$ cat src/rtl/seq_stream_buffer.sv
// seq_stream_buffer: query-symbol FIFO with auto terminator insertion and dual-entry pop
module seq_stream_buffer #(
    parameter int DATA_W   = 3,
    parameter int DEPTH    = 16,
    parameter int CNT_W    = 5,
    parameter int AF_LEVEL = 14
) (
    input  logic              clk,
    input  logic              rst_n,
    input  logic              in_valid_i,
    input  logic [DATA_W-1:0] in_data_i,
    input  logic              in_last_i,
    output logic              in_ready_o,
    input  logic [1:0]        pop_i,
    input  logic              flush_i,
    output logic [DATA_W-1:0] q0_o,
    output logic [DATA_W-1:0] q1_o,
    output logic              ready_one_o,
    output logic              ready_two_o,
    output logic              full_o,
    output logic              almost_full_o,
    output logic [CNT_W-1:0]  level_o,
    output logic              overflow_o
);
    localparam int PTR_W = (DEPTH > 1) ? $clog2(DEPTH) : 1;

    logic [DATA_W-1:0] r_mem [DEPTH];
    logic [PTR_W-1:0]  r_rptr;
    logic [PTR_W-1:0]  r_wptr;
    logic [CNT_W-1:0]  r_count;
    logic              r_pend;
    logic              r_ovf;
    logic              r_in_ready;
    logic [DATA_W-1:0] r_q0;
    logic [DATA_W-1:0] r_q1;
    logic              r_one;
    logic              r_two;
    logic              r_full;
    logic              r_af;

    logic [1:0]        w_pop_c;
    logic [CNT_W-1:0]  w_pop_eff;
    logic              w_push;
    logic              w_term;
    logic              w_wr;
    logic [DATA_W-1:0] w_wdata;
    logic [CNT_W-1:0]  w_n_count;
    logic              w_n_pend;
    logic [PTR_W-1:0]  w_n_rptr;
    logic [PTR_W-1:0]  w_n_rptr1;
    logic [PTR_W-1:0]  w_n_wptr;
    logic [DATA_W-1:0] w_q0;
    logic [DATA_W-1:0] w_q1;

    // Pointer advance modulo DEPTH; amounts never exceed 2 so one subtract suffices
    function automatic logic [PTR_W-1:0] f_adv(input logic [PTR_W-1:0] p, input logic [1:0] a);
        logic [PTR_W+1:0] s;
        s = {2'b00, p} + {{PTR_W{1'b0}}, a};
        return (s >= (PTR_W+2)'(DEPTH)) ? PTR_W'(s - (PTR_W+2)'(DEPTH)) : PTR_W'(s);
    endfunction

    // Next-state: effective pop, push/terminator write, count and head entries from next storage
    always_comb begin
        w_pop_c   = (pop_i == 2'd3) ? 2'd2 : pop_i;
        w_pop_eff = (CNT_W'(w_pop_c) > r_count) ? r_count : CNT_W'(w_pop_c);
        w_push    = in_valid_i & r_in_ready;
        w_term    = r_pend & ((r_count < CNT_W'(DEPTH)) | (w_pop_eff != '0));
        w_wr      = w_push | w_term;
        w_wdata   = w_push ? in_data_i : '0;
        w_n_count = r_count + CNT_W'(w_wr) - w_pop_eff;
        w_n_pend  = (r_pend & ~w_term) | (w_push & in_last_i);
        w_n_rptr  = f_adv(r_rptr, w_pop_eff[1:0]);
        w_n_rptr1 = f_adv(w_n_rptr, 2'd1);
        w_n_wptr  = f_adv(r_wptr, {1'b0, w_wr});
        w_q0      = (w_n_count >= CNT_W'(1)) ? ((w_wr && w_n_rptr == r_wptr) ? w_wdata : r_mem[w_n_rptr]) : '0;
        w_q1      = (w_n_count >= CNT_W'(2)) ? ((w_wr && w_n_rptr1 == r_wptr) ? w_wdata : r_mem[w_n_rptr1]) : '0;
    end

    // Storage write; flush leaves contents untouched since pointers and count are cleared
    always_ff @(posedge clk or negedge rst_n) begin
        if (!rst_n) begin
            for (int i = 0; i < DEPTH; i++) r_mem[i] <= '0;
        end else if (!flush_i && w_wr) begin
            r_mem[r_wptr] <= w_wdata;
        end
    end

    // Control state and registered outputs, all derived from next state
    always_ff @(posedge clk or negedge rst_n) begin
        if (!rst_n) begin
            r_rptr     <= '0;
            r_wptr     <= '0;
            r_count    <= '0;
            r_pend     <= 1'b0;
            r_ovf      <= 1'b0;
            r_in_ready <= 1'b0;
            r_q0       <= '0;
            r_q1       <= '0;
            r_one      <= 1'b0;
            r_two      <= 1'b0;
            r_full     <= 1'b0;
            r_af       <= 1'b0;
        end else if (flush_i) begin
            r_rptr     <= '0;
            r_wptr     <= '0;
            r_count    <= '0;
            r_pend     <= 1'b0;
            r_ovf      <= 1'b0;
            r_in_ready <= 1'b1;
            r_q0       <= '0;
            r_q1       <= '0;
            r_one      <= 1'b0;
            r_two      <= 1'b0;
            r_full     <= 1'b0;
            r_af       <= (AF_LEVEL <= 0);
        end else begin
            r_rptr     <= w_n_rptr;
            r_wptr     <= w_n_wptr;
            r_count    <= w_n_count;
            r_pend     <= w_n_pend;
            r_ovf      <= r_ovf | (CNT_W'(w_pop_c) > r_count);
            r_in_ready <= ~w_n_pend & (w_n_count < CNT_W'(DEPTH));
            r_q0       <= w_q0;
            r_q1       <= w_q1;
            r_one      <= w_n_count >= CNT_W'(1);
            r_two      <= w_n_count >= CNT_W'(2);
            r_full     <= w_n_count == CNT_W'(DEPTH);
            r_af       <= w_n_count >= CNT_W'(AF_LEVEL);
        end
    end

    assign in_ready_o    = r_in_ready;
    assign q0_o          = r_q0;
    assign q1_o          = r_q1;
    assign ready_one_o   = r_one;
    assign ready_two_o   = r_two;
    assign full_o        = r_full;
    assign almost_full_o = r_af;
    assign level_o       = r_count;
    assign overflow_o    = r_ovf;
endmodule

$ cat config.mk
export PLATFORM = sky130hd
export DESIGN_NAME = seq_stream_buffer
export DESIGN_NICKNAME = d
export VERILOG_FILES = /design/src/rtl/seq_stream_buffer.sv
export SDC_FILE = /design/constraint.sdc
export NUM_CORES = 1
export LEC_CHECK = 0
export ABC_AREA = 1
export ABC_CLOCK_PERIOD_IN_PS = 4230
export CORE_UTILIZATION = 35
export CTS_CLUSTER_DIAMETER = 100
export DETAILED_ROUTE_END_ITERATION = 12
export MAX_ROUTING_LAYER = met4
export SLEW_MARGIN = 20
export SYNTH_ARGS = -nofsm -noshare
export SYNTH_HDL_FRONTEND = slang
export SYNTH_SLANG_ARGS = --single-unit
$ cat constraint.sdc
create_clock -name clk -period 4.23 [get_ports clk]
set_clock_uncertainty 0.2 [all_clocks]
set_input_delay 0.846 -clock clk [delete_from_list [all_inputs] [get_ports clk]]
set_output_delay 0.846 -clock clk [all_outputs]
set_load 0.02 [all_outputs]
==> metrics <==
number of synthesized register bits=between 70 and 80; Worst Hold End=r_mem[27]; global-route wire length before repair=about 21000 µm; DR vias/cell=between 4 and 5; initial antenna violation count=0; drt first pass iters=5; Reg area=1850 µm²; fin crit period=between 3 and 4 ns; vias in the first global route=between 4k and 5k; Syn Area/Cell=7.44 µm²; CP max stage cell=fa_1; Starting Density=0.358; worst-case reg-to-reg path depth=24; Post-Synthesis Net Count=between 600 and 700; Cell variety after synth=31; fin crit share=0.931; Syn Inst Count=607; core area=12600 µm²; Synth top area share=0.410; Max Fclk=254 MHz; Die ar.=~13000 µm²; I/O pin count=27; YS warnings=0; WS Path Type=in2reg; largest net degree at the start of global routing=75; DRC violations left=0; worst-case clock buffer depth=2; clock slew seen by the registers of the worst setup and hold paths=about 0.05 ns; Critical Path RT=around 4.2 ns; status=complete, no violations; CTS HTree Levels=3; Post-CTS Hold Buffers=0; Crit path buffers/inverters=6; multi-input combinational cell area=roughly 2400 µm²; crit start category=primary input; Filler cells=about 1.3k; Reg-to-Reg End=q1_o[1]; max-cap viol count=0; R2R setup slack=approximately 0.46 ns; fin. max-slew vios=0; row count=41; RD Place Congestion=0.905; Post-layout nets=681; CP Max Fanout=6; crit-path max cell delay=between 0.5 and 0.6 ns; DR iter-0 viols=~360; Synth area leader=dfrtp_1; area grow syn2layout=23.0%; worst hold stages=2; dpl cell area=5140 µm²; worst skew pair latency=roughly 0.33 ns; worst r2r src=level_o[1]; CP Capture Type=flip-flop; layout cells sized above 1=0.158; ranking of synthesized cells by area=dfrtp_1 (41%), nand2_1 (13%), o21ai_0 (6.3%); CTS tree=yes; cell mode on critical path=nand2_2; Die Y=around 120 µm; Die X=between 100 and 150 µm; TritonCTS buffer count=9; Sink Count=74; final hold vios=0; Hold Crit Class=reg2reg; grt ovf=0; average wire per standard cell=about 15 µm; HPWL Detailed=about 8700 µm; CP Data Arrival Time=about 3.9 ns; post-route cell area=approximately 5600 µm²; HP Start=r_mem[27]; final wirelength=12300 µm; Finish-stage setup viols=0; delay-heaviest family, CP=simple AND/OR/NAND/NOR gates; most common cell after layout, fill and taps aside=nand2_1; port buffer count=26; Slew headroom=0.366; DR vias=between 4k and 5k; root buffer cell=clkbuf_16; ANT nets after route=0; Mapped Area=between 4000 and 5000 µm²; unrepaired setup endpoints after global routing=no; commonest non-fill, non-tap cells in the layout=nand2_1 (150), dfrtp_1 (74), o21ai_0 (56); n_diodes=0; Worst-Margin Slew=0.950 ns; post-synthesis sequential area ratio=0.410; gr usage total=0.210
## flip-flops by register name (all words and copies together), names as in the netlist
register,cells
r_wptr,4
ready_one_o,1
q1_o,3
full_o,1
overflow_o,1
level_o,5
r_pend,1
q0_o,3
in_ready_o,1
almost_full_o,1
ready_two_o,1
r_rptr,4
r_mem,48
## final cells by class
class / count / share of cell area
repair buffers: 64 / 0.102
multi-input cells: 446 / 0.433
well taps: 172 / 0.0388
clock buffers: 13 / 0.0469
inverters: 60 / 0.0417
flip-flops and latches: 74 / 0.334
repair inverters: 1 / 0.00135
clock inverters: 2 / 0.00225
## worst max-delay path by stage
stage	depth (start not counted)	startpoint	endpoint
3_5_place_dp	27	pop_i[1]	q0_o[0]
6_report	26	pop_i[1]	q1_o[1]
2_1_floorplan	27	pop_i[1]	q1_o[2]
5_1_grt	26	pop_i[1]	q1_o[0]
3_3_place_gp	27	pop_i[1]	q0_o[2]
4_1_cts	26	pop_i[0]	q0_o[0]
## metrics by stage
| step | setup WS (ns) | TNS, ns | instances | hold slack [ns] | util |
|---|---|---|---|---|---|
| after floorplan | 0.0169 | 0 | 607 | 0.253 | - |
| after CTS | 0.0187 | 0 | 828 | 0.291 | 0.434 |
| final | 0.294 | 0 | 832 | 0.289 | 0.440 |
| after global placement | -0.428 | -3.57 | 808 | 0.272 | 0.407 |
| after detailed placement | -0.491 | -4.44 | 808 | 0.277 | 0.407 |
| after global routing | 0.0808 | 0 | 832 | 0.327 | 0.440 |
## timing repair
item | in CTS | in global routing
endpoints found under the setup margin | 8 | 11
buffers inserted | 4 | 4
resized for setup | 13 | 14
gates cloned | 1 | 0
pin swaps | 7 | 13
## Yosys cell counts
cell      count
a21oi_1      40
buf_12        1
buf_2        11
buf_4         3
clkbuf_1     12
clkinv_1      2
dfrtp_1      74
fa_1          2
ha_1         13
inv_1        56
inv_2         2
nand2_1     156
nand2_2       9
nand2_4       2
nand3_1      48
nand3_4       8
nand3b_1      2
nand4_1       3
nor2_1       58
nor2_2        1
nor2_4        1
nor3_4        1
nor4_1        1
o211ai_1      4
o21ai_0      57
o21ai_1      29
o21bai_1      2
o21bai_2      1
or2_2         1
xnor2_1       2
xor2_1        5
## cell families after synthesis
group | share of synthesized area
buf+inv | 0.0815
compound gates | 0.152
xor+xnor | 0.0136
fa+ha+maj | 0.0449
flops | 0.410
simple gates | 0.297
## tightest hold or removal path, stage by stage (launching register included)
cell and delay, ns:
dfrtp_1 0.34, nand2_1 0.05, o21ai_0 0.06
## routing by layer
layer  global-route usage  up-vias  share of wire
met2                0.328       98           0.47
met1                0.275     1926           0.46
li1                     -     2078              -
met3               0.0424       23          0.053
met4               0.0632        0          0.018
met5                    -        -              0
Power is not shown: default switching activity piles up to over one toggle a cycle in this logic, so the estimate is an artifact.
